===== config.mk =====
export PLATFORM = sky130hd
export DESIGN_NAME = bus_cycle_unit
export DESIGN_NICKNAME = d
export VERILOG_FILES = /design/src/rtl/bus_cycle_unit_pkg.sv /design/src/rtl/bus_cycle_unit_addr_mux.sv /design/src/rtl/bus_cycle_unit.sv
export SDC_FILE = /design/constraint.sdc
export NUM_CORES = 1
export LEC_CHECK = 0
export BUFFER_PORTS_ARGS = -buffer_cell sky130_fd_sc_hd__buf_4
export CORE_ASPECT_RATIO = 1.4
export CORE_MARGIN = 2
export CORE_UTILIZATION = 41
export DETAILED_ROUTE_END_ITERATION = 16
export GPL_TIMING_DRIVEN = 0
export PLACE_DENSITY_LB_ADDON = 0.25
export SLEW_MARGIN = 20
export SYNTH_ARGS = -nofsm -noshare
export SYNTH_HDL_FRONTEND = slang
export SYNTH_SLANG_ARGS = --single-unit

===== constraint.sdc =====
create_clock -name clk -period 1.9 [get_ports clk]
set_clock_uncertainty 0.2 [all_clocks]
set_input_delay 0.19 -clock clk [delete_from_list [all_inputs] [get_ports clk]]
set_output_delay 0.19 -clock clk [all_outputs]
set_load 0.02 [all_outputs]

===== src/rtl/bus_cycle_unit_pkg.sv =====
// Shared codes for the 6809 bus sequencer: address-source and data-bus selects, FSM states.
// Latency: none (constants and types only).
// Backpressure: not applicable.
package bus_cycle_unit_pkg;

    // Address-source codes, shared with the control unit; 8..15 are illegal
    localparam logic [3:0] AB_NONE   = 4'd0;
    localparam logic [3:0] AB_PC     = 4'd1;
    localparam logic [3:0] AB_AR     = 4'd2;
    localparam logic [3:0] AB_SP     = 4'd3;
    localparam logic [3:0] AB_US     = 4'd4;
    localparam logic [3:0] AB_X      = 4'd5;
    localparam logic [3:0] AB_Y      = 4'd6;
    localparam logic [3:0] AB_DP_ARL = 4'd7;

    // Data-bus codes relevant to the memory interface
    localparam logic [4:0] DB_NONE = 5'd0;
    localparam logic [4:0] DB_MEM  = 5'd1;

    typedef enum logic [1:0] {
        ST_IDLE = 2'd0,
        ST_REQ  = 2'd1,
        ST_DONE = 2'd2
    } bus_state_t;

endpackage


===== src/rtl/bus_cycle_unit_addr_mux.sv =====
// Address former: selects the 16-bit bus address from ab_sel and flags non-AB codes.
// Latency: purely combinational.
// Backpressure: none; evaluated every cycle.
module bus_cycle_unit_addr_mux
    import bus_cycle_unit_pkg::*;
(
    input  logic [3:0]  ab_sel,
    input  logic [15:0] PC,
    input  logic [15:0] SP,
    input  logic [15:0] US,
    input  logic [15:0] X,
    input  logic [15:0] Y,
    input  logic [15:0] AR,
    input  logic [7:0]  DP,
    output logic [15:0] addr,
    output logic        illegal
);

    // Decode the source; AB_NONE yields a zero address and is not illegal
    always_comb begin
        addr    = 16'h0000;
        illegal = 1'b0;
        case (ab_sel)
            AB_NONE:   addr = 16'h0000;
            AB_PC:     addr = PC;
            AB_AR:     addr = AR;
            AB_SP:     addr = SP;
            AB_US:     addr = US;
            AB_X:      addr = X;
            AB_Y:      addr = Y;
            AB_DP_ARL: addr = {DP, AR[7:0]};
            default:   illegal = 1'b1;
        endcase
    end

endmodule


===== src/rtl/bus_cycle_unit.sv =====
// Memory bus sequencer: one req/ack transaction per start, with wait states and timeout abort.
// Latency: start cycle + (waits+1) REQ cycles, results pulse in the following DONE cycle.
// Backpressure: stall held high in the start cycle and all REQ cycles; mem_ack paces completion.
module bus_cycle_unit
    import bus_cycle_unit_pkg::*;
#(
    parameter int unsigned TIMEOUT  = 15,
    parameter logic [7:0]  ERR_DATA = 8'hFF
) (
    input  logic        clk,
    input  logic        reset,
    input  logic [3:0]  ab_sel,
    input  logic [4:0]  db_sel,
    input  logic        wr,
    input  logic [7:0]  wdata,
    input  logic [3:0]  inc_req,
    input  logic [15:0] PC,
    input  logic [15:0] SP,
    input  logic [15:0] US,
    input  logic [15:0] X,
    input  logic [15:0] Y,
    input  logic [15:0] AR,
    input  logic [7:0]  DP,
    output logic        stall,
    output logic [7:0]  rdata,
    output logic        rdata_valid,
    output logic [3:0]  inc_out,
    output logic        bus_err,
    output logic [15:0] mem_addr,
    output logic        mem_req,
    output logic        mem_we,
    output logic [7:0]  mem_wdata,
    input  logic [7:0]  mem_rdata,
    input  logic        mem_ack
);

    localparam logic [7:0] TIMEOUT_CNT = 8'(TIMEOUT);

    bus_state_t  state, state_nxt;
    logic [15:0] addr;
    logic        illegal;
    logic        access;
    logic        start_ok;
    logic        start_bad;
    logic        can_start;
    logic        timeout_hit;
    logic [7:0]  wait_cnt;
    logic [3:0]  inc_q;
    logic        err_q;

    bus_cycle_unit_addr_mux u_addr_mux (
        .ab_sel  (ab_sel),
        .PC      (PC),
        .SP      (SP),
        .US      (US),
        .X       (X),
        .Y       (Y),
        .AR      (AR),
        .DP      (DP),
        .addr    (addr),
        .illegal (illegal)
    );

    // A write request wins over a memory read on the same cycle (mem_we follows wr)
    assign access      = (ab_sel != AB_NONE) && ((db_sel == DB_MEM) || wr);
    assign can_start   = (state != ST_REQ);
    assign start_ok    = can_start && access && !illegal;
    assign start_bad   = can_start && access && illegal;
    assign timeout_hit = (wait_cnt == TIMEOUT_CNT);

    // State register; reset drops mem_req at once because it is decoded from state
    always_ff @(posedge clk or negedge reset) begin
        if (!reset) state <= ST_IDLE;
        else        state <= state_nxt;
    end

    // Next state plus stall/req and the DONE-cycle result pulses
    always_comb begin
        state_nxt   = state;
        stall       = 1'b0;
        mem_req     = 1'b0;
        rdata_valid = 1'b0;
        bus_err     = 1'b0;
        inc_out     = 4'h0;
        case (state)
            ST_IDLE, ST_DONE: begin
                if (state == ST_DONE) begin
                    rdata_valid = !mem_we;
                    bus_err     = err_q;
                    // Post-increment only for accesses that really completed
                    inc_out     = err_q ? 4'h0 : inc_q;
                end
                if (start_ok) begin
                    state_nxt = ST_REQ;
                    stall     = 1'b1;
                end else if (start_bad) begin
                    state_nxt = ST_DONE;
                end else begin
                    state_nxt = ST_IDLE;
                end
            end
            ST_REQ: begin
                mem_req = 1'b1;
                stall   = 1'b1;
                if (mem_ack || timeout_hit) state_nxt = ST_DONE;
            end
            default: state_nxt = ST_IDLE;
        endcase
    end

    // Transaction latches, wait counter and read-data holding register
    always_ff @(posedge clk or negedge reset) begin
        if (!reset) begin
            mem_addr  <= 16'h0000;
            mem_we    <= 1'b0;
            mem_wdata <= 8'h00;
            inc_q     <= 4'h0;
            err_q     <= 1'b0;
            wait_cnt  <= 8'h00;
            rdata     <= 8'h00;
        end else if (start_ok || start_bad) begin
            mem_we   <= wr;
            err_q    <= illegal;
            wait_cnt <= 8'h00;
            if (start_ok) begin
                mem_addr  <= addr;
                mem_wdata <= wdata;
                inc_q     <= inc_req;
            end else begin
                inc_q <= 4'h0;
                if (!wr) rdata <= ERR_DATA;
            end
        end else if (state == ST_REQ) begin
            if (mem_ack) begin
                // Ack wins over a coincident timeout
                err_q <= 1'b0;
                if (!mem_we) rdata <= mem_rdata;
            end else if (timeout_hit) begin
                err_q <= 1'b1;
                if (!mem_we) rdata <= ERR_DATA;
            end else if (wait_cnt != 8'hFF) begin
                wait_cnt <= wait_cnt + 8'd1;
            end
        end
    end

endmodule


# --- Yosys cells after proc, flatten, opt, wreduce, memory -nomap -nowiden ---
# Index checks and enable logic that the tools add are counted.
totals:
  reg_bits: 48
  output_inout_bits: 41
op_classes:
  addsub: 1
  n_eq_ne: 20
  muxes: 34
  n_reduce_logical: 20
ops:
  columns: ["cell", "n"]
  rows:
  - ["16-bit one-hot mux with 7 select lines", 1]
  - ["8-bit 2-to-1 mux", 13]
  - ["4-bit by 3-bit == test with 1-bit output, second input constant", 4]
  - ["4-bit 2-to-1 mux", 4]
  - ["1-bit 2-to-1 mux", 11]
  - ["8-bit by 1-bit adder with 8-bit output, second input constant", 1]
  - ["4-bit by 2-bit == test with 1-bit output, second input constant", 2]
  - ["8-bit by 4-bit == test with 1-bit output, second input constant", 1]
  - ["8-bit != test, second input constant", 1]
  - ["8-bit OR reduction", 1]
  - ["2-bit 2-to-1 mux", 3]
  - ["2-bit by 1-bit != test with 1-bit output, second input constant", 3]
  - ["2-bit != test, second input constant", 3]
  - ["3-bit by 2-bit != test with 1-bit output, second input constant", 2]
  - ["6-bit AND reduction", 1]
  - ["5-bit by 1-bit == test with 1-bit output, second input constant", 1]
  - ["4-bit by 1-bit == test with 1-bit output, second input constant", 1]
  - ["1-bit logical AND", 4]
  - ["4-bit logical NOT", 1]
  - ["2-bit one-hot mux with 2 select lines", 1]
  - ["2-bit AND reduction", 2]
  - ["4-bit AND reduction", 1]
  - ["2-bit nonzero test", 2]
  - ["4-bit nonzero test", 1]
  - ["other kinds (8)", 10]

# --- Depth between registers and ports, before layout ---
# Gate-level depths: netlist of run 1.
logic_depth:
  depth_word: 8
  depth_mapped: 7
  ltp_nobuf: 5

# --- Modules after synthesis ---
# Synthesis of run 1 repeated with hierarchy kept, for this count alone.
hier_totals:
  cells_unflattened: 296
  hier_area_um2: 3099.2
modules_own_cells:
  columns: ["mod", "n_inst", "cells_each", "area_each_um2", "seq_area_each_um2"]
  rows:
  - ["bus_cycle_unit", 1, 176, 2150.8, 1201.2]
  - ["bus_cycle_unit_addr_mux", 1, 120, 948.4, 0.0]

# --- Worst setup path after synthesis of run 1 ---
# OpenSTA, ideal clock, no wires.
synth_path:
  path_kind: "flip-flop to flip-flop"
  from: "reg state[1]"
  to: "reg mem_wdata[3]"
  setup_time_ns: 0.127
  arrival_time_ns: 1.754
  required_time_ns: 1.573
  setup_slack_ns: -0.181
  stages_incl_launch_ff: 8
  n_path_buf: 2
  path_cell_list: "dfrtp_1 -> nand2b_1 -> inv_2 -> a211oi_2 -> and2_1 -> buf_4 -> buf_4 -> mux2_1"
synth_via:
  elab_chain_cells: 5
  word_cells_on_any_way: 6
  cone_classes: "eq/ne (1); reduce/logical (5)"
synth_rtl:
  columns: ["item", "line_no", "rtl"]
  rows:
  - ["start: declaration", "bus_cycle_unit.sv:39", "bus_state_t state, state_nxt;"]
  - ["start signal: assignment", "bus_cycle_unit.sv:74", "else state <= state_nxt;"]
  - ["2-bit by 1-bit != test with 1-bit output (*)", "bus_cycle_unit.sv:66", "assign can_start = (state != ST_REQ);"]
  - ["1-bit logical AND (*)", "bus_cycle_unit.sv:67, bus_cycle_unit.sv:68", null]
  - ["1-bit logical AND (on tied branches)", "bus_cycle_unit.sv:67, bus_cycle_unit.sv:68", null]
  - ["1-bit logical OR", "bus_cycle_unit.sv:121", "end else if (start_ok || start_bad) begin"]
  - ["2-bit AND reduction (no source line) (*)", null, null]
  - ["end signal: assignment", "bus_cycle_unit.sv:127", "mem_wdata <= wdata;"]
  - ["end: declaration", "bus_cycle_unit.sv:32", "output logic [7:0] mem_wdata,"]
# Mark *: on every way between the ends. The rest lies on a longest branch, timed or not.
# A chain may end at the register's enable or synchronous reset.

# --- Final worst setup path of run 1 ---
layout_path:
  from: "reg state[0]"
  to: "reg wait_cnt[7]"
layout_via:
  elab_chain_cells: 6
  word_cells_on_any_way: 12
  cone_classes: "eq/ne (4); mux (1); reduce/logical (7)"
layout_rtl:
  columns: ["item", "line_no", "rtl"]
  rows:
  - ["2-bit by 1-bit != test with 1-bit output", "bus_cycle_unit.sv:66", null]
  - ["1-bit logical AND", "bus_cycle_unit.sv:67, bus_cycle_unit.sv:68", null]
  - ["1-bit logical AND (on tied branches)", "bus_cycle_unit.sv:67, bus_cycle_unit.sv:68", null]
  - ["1-bit logical OR", "bus_cycle_unit.sv:121", null]
  - ["2-bit by 1-bit != test with 1-bit output (no source line) / 2-bit nonzero test (equally long branches)", null, null]
  - ["4-bit AND reduction (no source line)", null, null]
  - ["end signal: assignment", "bus_cycle_unit.sv:142", "wait_cnt <= wait_cnt + 8'd1;"]
  - ["end: declaration", "bus_cycle_unit.sv:47", "logic [7:0] wait_cnt;"]
# Parallel ways exist; a longest one is shown, timed or not.

==> results.py, run 1 <==
metrics = {
    "layout": {
        "multiInputGateArea_mm2": 0.00200,
        "antenna_cells": 0,
        "area_delta_synth_final_pct": 64.8,
        "final_cells": 636,
        "fin_util_pct": 69.1,
        "fillers": 610,
        "layout-drive-gt1-share_pct": 48.7,
        "final_nets": 673,
        "mostFrequentLayoutCell": "buf_4",
        "final_cell_mix": "buf_4 (193), dfrtp_1 (47), dlygate4sd3_1 (18), mux2_4 (17), mux2i_1 (17)",
        "regArea_mm2": 0.00120,
    },
    "synth": {
        "synth_area_mm2": 0.00321,
        "post_synth.cell_area_avg_um2": 10.2,
        "postSynth.asyncResetShare_pct": 100,
        "synth_nets": 453,
        "synthFlopType": "dfrtp_1",
        "ys_seq_area_share_pct": 37.4,
        "ys_warn_count": 0,
        "synth_edf_count": 0,
        "synth_cell_types": 62,
        "ys_seq_elements": 48,
        "syn_inst": 315,
    },
    "setup_path": {
        "r2r_setup_slack_ps": -140,
        "reg2reg_from": "state[0]",
        "start_kind": "flip-flop",
        "crit_start": "state[0]",
        "r2r_end": "wait_cnt[7]",
        "worstSetupEndpointType": "flip-flop",
        "cp_max_fo": 6,
        "cp_data_required_time_ps": 1940,
        "worstSetupPathType": "reg2reg",
        "worst_r2r_path_depth": 4,
        "critical_path_arrival_ps": 2090,
    },
    "worst_hold_path": {
        "hold_depth": 4,
        "holdPathEnd": "err_q",
        "hold_start": "mem_ack",
        "hp-class": "in2reg",
    },
    "place": {
        "dp.cells": 592,
        "place_congestion": 0.879,
        "io_buffers": 177,
        "dp.final_hpwl_mm": 8.29,
    },
    "clocking": {
        "clk_latency_ps": 310,
        "cts_made_buffers": 5,
        "cts_tree": "built",
        "clock_sinks": 48,
        "cts_buffer_depth": 2,
        "cts.clk_slew.worst_paths_ps": 90,
        "root_buffer": "clkbuf_8",
        "cts_htree_levels": 2,
    },
    "die": {
        "coreArea_mm2": 0.00765,
        "dieArea_mm2": 0.00856,
        "placementRows": 38,
        "die_x_um": 78.8,
        "fp.dieH_um": 109,
        "ios": 178,
        "start_util_pct": 41.9,
    },
    "detailed_routing": {
        "final_antenna_net_count": 0,
        "drt_iter0_drc": 186,
        "wirelength_mm": 11.1,
        "first_pass_iters": 5,
        "viasPerCell": 5.47,
        "drt-wirelength-per-cell_um": 17.5,
        "drc": 0,
        "vias": 3477,
    },
    "pwr": {
        "power_leakage_nw": 2.49,
        "p_seq_share_pct": 38.1,
        "power_mw": 3.60,
        "power_frac_comb_pct": 44.2,
        "swShare_pct": 34.5,
        "p_sw_mw": 1.24,
        "power_frac_clock_pct": 17.7,
        "power_density_mw_per_mm2": 680,
        "p_int_mw": 2.36,
        "vdd_drop_max_v": 0.000341,
    },
    "sta": {
        "worst_hold_slack_ps": 23.3,
        "period_needed_ps": 2040,
        "final.setup.tns_ps": -1070,
        "setup_viol": 18,
        "relSlewSlack_pct": 44.1,
        "finalMaxSlewViolations": 0,
        "hold_violations": 0,
        "fin_ws_ps": -144,
        "fmax_ghz": 0.489,
        "period_share_pct": 108,
        "rsz0062_at_grt": "true",
        "worst_pin_slew_ps": 836,
    },
    "run_status": {
        "violations": "negative setup slack",
        "run_status": "finished, violations left",
    },
    "grt": {
        "antenna_found_initial": 0,
        "grt_pass1_wl_mm": 17.1,
        "grt_pass1_vias": 3491,
        "grt_overflow": 0,
        "grt_max_degree": 49,
        "grt_usage_pct": 25.5,
    },
    "flow_run": {
        "max_cap_viol_count": 0,
    },
}
-- kinds of logic (layout without fill, tap and decap cells) --
group	Yosys count	after routing	synth area share [%]
and+or+nand+nor	85	85	16.5
adders and majority gates	1	1	0.390
AOI/OAI and AO/OA	101	102	25.5
DFF	48	48	37.4
muxes	45	45	15.1
buffers and inverters	34	254	4.87
xor gates and xnor gates	1	1	0.273
-- synthesized netlist by cell type (all sizes together), types with 6 or more instances --
cell type | number | area share, %
inv | 13 | 1.5
a211oi | 10 | 2.5
a221o | 7 | 2.2
a22o | 11 | 3.0
o21ai | 8 | 1.2
nand2 | 9 | 1.1
clkbuf | 9 | 1.1
nor3 | 8 | 1.2
nand3 | 6 | 0.94
buf | 12 | 2.3
nor2b | 11 | 2.1
a22oi | 7 | 1.6
a311oi | 8 | 2.2
and2 | 6 | 1.2
a21oi | 13 | 2.1
mux2i | 17 | 5.3
mux2 | 28 | 9.8
dfrtp | 48 | 37
nor2 | 15 | 2.3
-- power groups by stage --
stage | clock, mW | sequential [mW] | combinational [mW]
CTS | 0.654 | 1.36 | 1.57
finish | 0.636 | 1.37 | 1.59
detailed placement | 0 | 1.37 | 1.41
floorplan | 0 | 1.56 | 0.515
global placement | 0 | 1.36 | 1.38
global route | 0.694 | 1.39 | 1.69
-- registers in the layout, indices dropped and copies added, names as in the netlist --
| register | flops |
|---|---|
| err_q | 1 |
| mem_we | 1 |
| mem_wdata | 8 |
| mem_addr | 16 |
| inc_q | 4 |
| state | 2 |
| wait_cnt | 8 |
| rdata | 8 |
-- worst max-delay path by stage --
stage / end / slack, ps
after global routing: rdata[1] / -190
after global placement: mem_addr[15] / -430
final: wait_cnt[7] / -140
after CTS: wait_cnt[7] / -130
after detailed placement: mem_addr[15] / -490
after floorplan: mem_addr[15] / -140
-- per-layer routing --
| metal | GRT usage, % | vias up | share of wire [%] |
|---|---|---|---|
| met5 | 0 | - | 0 |
| met4 | 7.77 | 0 | 1.4 |
| met3 | 3.15 | 11 | 5.5 |
| met2 | 49.5 | 140 | 56 |
| met1 | 28.8 | 1662 | 37 |
| li1 | - | 1664 | - |
-- stage by stage --
stage	cell area, um^2	worst slack, ps
after floorplan	3240	-142
after global placement	4700	-434
after detailed placement	4700	-489
after CTS	5260	-128
after global routing	5290	-187
final	5290	-144
-- worst max-delay path, stage by stage (launching register included) --
cell and delay (ps):
dfrtp_2 440, or3b_4 400, or3_4 380, or4_4 420, a21oi_2 130
-- cell type report --
type	count	area share (%)
repair buffers	218	32.9
inverters	13	1.02
multi-input cells	234	37.8
well taps	100	2.37
flip-flops and latches	48	22.7
clock buffers	8	1.70
plain buffers	15	1.49
-- timing repair --
item | CTS | global route
gates resized for setup | 23 | 18
setup buffers | 20 | 2
hold buffers | 18 | 0
cloned | 3 | 0
pin swaps | 4 | 0
endpoints found under the setup margin | 42 | 52
hold endpoints to repair | 65 | 0
No activity file was read; power rests on OpenSTA's default activity.
==> run 2, diff against run 1 <==
--- a/config.mk
+++ b/config.mk
@@ -8,11 +8,12 @@
 export BUFFER_PORTS_ARGS = -buffer_cell sky130_fd_sc_hd__buf_4
 export CORE_ASPECT_RATIO = 1.4
 export CORE_MARGIN = 2
-export CORE_UTILIZATION = 41
+export CORE_UTILIZATION = 40
 export DETAILED_ROUTE_END_ITERATION = 16
 export GPL_TIMING_DRIVEN = 0
 export PLACE_DENSITY_LB_ADDON = 0.25
 export SLEW_MARGIN = 20
 export SYNTH_ARGS = -nofsm -noshare
 export SYNTH_HDL_FRONTEND = slang
+export SYNTH_HIERARCHICAL = 1
 export SYNTH_SLANG_ARGS = --single-unit
==> run 2 against run 1 <==
  * The flow still finishes with violations (negative setup slack)
  * Area after synthesis decreased by 3.4%
  * Global-route usage down 2.0 points
  * Clock power hardly changed
  * Largest power group unchanged
  * Via count is 9.1% lower
  * Final cell count shrank 4.1%
==> results.py, run 2 <==
metrics = {
    "synth": {
        "synth_cell_types": 52,
        "synth_edf_count": 0,
        "synth_top_area_share_pct": 38.8,
        "synth_nets": 434,
        "postSynth.asyncResetShare_pct": 100,
        "yosysTopAreaCell": "dfrtp_1",
        "synth.top_cells.by_count": "dfrtp_1 (48), mux2_2 (40), nor2_1 (18)",
        "syn_inst": 296,
        "ys_top_cells_by_area": "dfrtp_1 (39%), mux2_2 (15%), nand3b_1 (3.6%), mux2_4 (3.4%), mux2i_1 (3.2%)",
        "ys_seq_area_share_pct": 38.8,
        "post_synth.cell_area_avg_um2": 10.5,
        "yosysMostFrequentCell": "dfrtp_1",
        "synth_area_mm2": 0.00310,
        "ys_warn_count": 6,
        "synthFlopType": "dfrtp_1",
        "ys_seq_elements": 48,
    },
    "clocking": {
        "cts_htree_levels": 2,
        "cts.clk_slew.worst_paths_ps": 90,
        "cts_tree": "built",
        "clock_sinks": 48,
        "root_buffer": "clkbuf_8",
        "cts_buffer_depth": 2,
        "clk_latency_ps": 300,
        "cts_made_buffers": 5,
    },
    "sta": {
        "finalMaxSlewViolations": 0,
        "fmax_ghz": 0.449,
        "period_needed_ps": 2230,
        "period_share_pct": 117,
        "rsz0062_at_grt": "true",
        "relSlewSlack_pct": 58.6,
        "fin_ws_ps": -327,
        "worst_pin_slew_ps": 619,
        "hold_violations": 0,
        "setup_viol": 17,
    },
    "layout": {
        "final_cells": 610,
        "largest_reg_flops": 16,
        "final_cell_mix": "buf_4 (190), dfrtp_1 (47), mux2_4 (39), nor2_1 (16)",
        "max_flop_register": "mem_addr",
        "area_delta_synth_final_pct": 65.9,
        "mostFrequentLayoutCell": "buf_4",
        "final_nets": 647,
        "design_area_mm2": 0.00514,
        "antenna_cells": 0,
        "layout-drive-gt1-share_pct": 54.9,
    },
    "setup_path": {
        "critical_path_arrival_ps": 2220,
        "max_stage_delay_ps": 550,
        "path_delay_family": "simple AND/OR/NAND/NOR gates",
        "start_kind": "flip-flop",
        "crit_chain": "or4_4 -> nor2_4 -> mux2i_2 -> a211oi_4 -> buf_12 -> mux2_4",
        "cp_max_fo": 8,
        "worstSetupEndpointType": "flip-flop",
        "cp_data_required_time_ps": 1890,
        "cp_slowest_cell": "or4_4",
        "path_buf_inv": 1,
        "worstSetupPathType": "reg2reg",
    },
    "die": {
        "die_x_um": 78.4,
        "coreArea_mm2": 0.00765,
        "fp.dieH_um": 108,
        "start_util_pct": 40.5,
        "placementRows": 38,
        "ios": 178,
        "dieArea_mm2": 0.00848,
    },
    "place": {
        "placedInstanceArea_mm2": 0.00468,
        "dp.cells": 573,
        "dp.final_hpwl_mm": 7.76,
        "place_congestion": 0.855,
        "io_buffers": 177,
    },
    "run_status": {
        "violations": "negative setup slack",
        "run_status": "finished, violations left",
    },
    "grt": {
        "grt_pass1_wl_mm": 15.7,
        "grt_pass1_vias": 3323,
        "grt_use_met1_pct": 25.3,
        "grt_usage_pct": 23.5,
        "grt_overflow": 0,
        "grt-busiest-layer": "met2",
        "grt_util_met2_pct": 45.3,
        "antenna_found_initial": 0,
        "grt_max_degree": 49,
        "use_met3_pct": 5.76,
    },
    "detailed_routing": {
        "drt_iter0_drc": 146,
        "drc": 0,
        "final_antenna_net_count": 0,
        "viasPerCell": 5.18,
        "first_pass_iters": 4,
        "drt-wirelength-per-cell_um": 16.2,
        "wirelength_mm": 9.87,
        "vias": 3159,
    },
    "pwr": {
        "power_mw": 3.88,
        "vdd_drop_max_v": 0.000518,
        "power_leakage_nw": 2.47,
        "power_density_mw_per_mm2": 754,
    },
    "worst_hold_path": {
        "hp-class": "in2reg",
    },
    "flow_run": {
        "max_cap_viol_count": 0,
    },
}
run 2: metal layers:
layer,part of all wire [%],wire length [um]
met5,0,0
met4,1.0,103
met3,6.2,613
met2,56,5530
met1,37,3620
run 2: power by group:
group          switching (mW)  internal [mW]  total, mW
Combinational           0.818           1.01       1.83
Sequential              0.148           1.26       1.41
Clock                   0.340          0.296      0.637
run 2: layout make-up:
type	instances	area, um^2
clock inverters	1	7.51
multi-input cells	224	1960
plain buffers	18	126
flip-flops and latches	48	1200
clock buffers	7	86.3
inverters	5	18.8
repair buffers	207	1610
well taps	100	125
fillers	636	2510
run 2: final timing paths:
path | from | to | slack [ps] | depth (start not counted)
min | mem_rdata[3] | rdata[3] | 10 | 3
max in group asynchronous | reset | wait_cnt[4] | 830 | 2
min reg2reg | inc_q[1] | inc_q[1] | 270 | 2
min in group asynchronous | reset | state[0] | 230 | 2
max | wait_cnt[4] | rdata[6] | -330 | 6
max reg2reg | wait_cnt[4] | rdata[6] | -330 | 6
run 2: worst register-to-register path, stage by stage (launching register included):
cell and delay (ps):
dfrtp_2 420, or4_4 550, nor2_4 120, mux2i_2 90, a211oi_4 250, buf_12 180
mux2_4 310
run 2: kinds of logic after synthesis:
| kind of cell | share of synthesized area [%] |
|---|---|
| AO/OA/AOI/OAI | 16.6 |
| XOR/XNOR | 1.98 |
| AND/OR/NAND/NOR | 16.8 |
| buffers and inverters | 3.96 |
| multiplexers | 21.5 |
| flip-flops | 38.8 |
| adder cells (fa/ha/maj) | 0.404 |
run 2: through the flow:
step                setup TNS [ps]  utilization, %  setup slack (ps)  hold slack (ps)
detailed placement          -19330            61.1              -686             43.1
CTS                          -4390            65.8              -361           0.0425
global route                 -5980            67.2              -376             3.86
floorplan                    -5700               -              -357             -306
finish                       -4080            67.2              -327             11.3
global placement            -17560            61.1              -600             40.8
run 2: timing repair:
item,in CTS,in global routing
buffers inserted,10,6
hold buffers,14,1
resized for setup,15,13
pin swaps,7,4
hold endpoints to repair,61,1
endpoints found under the setup margin,47,47
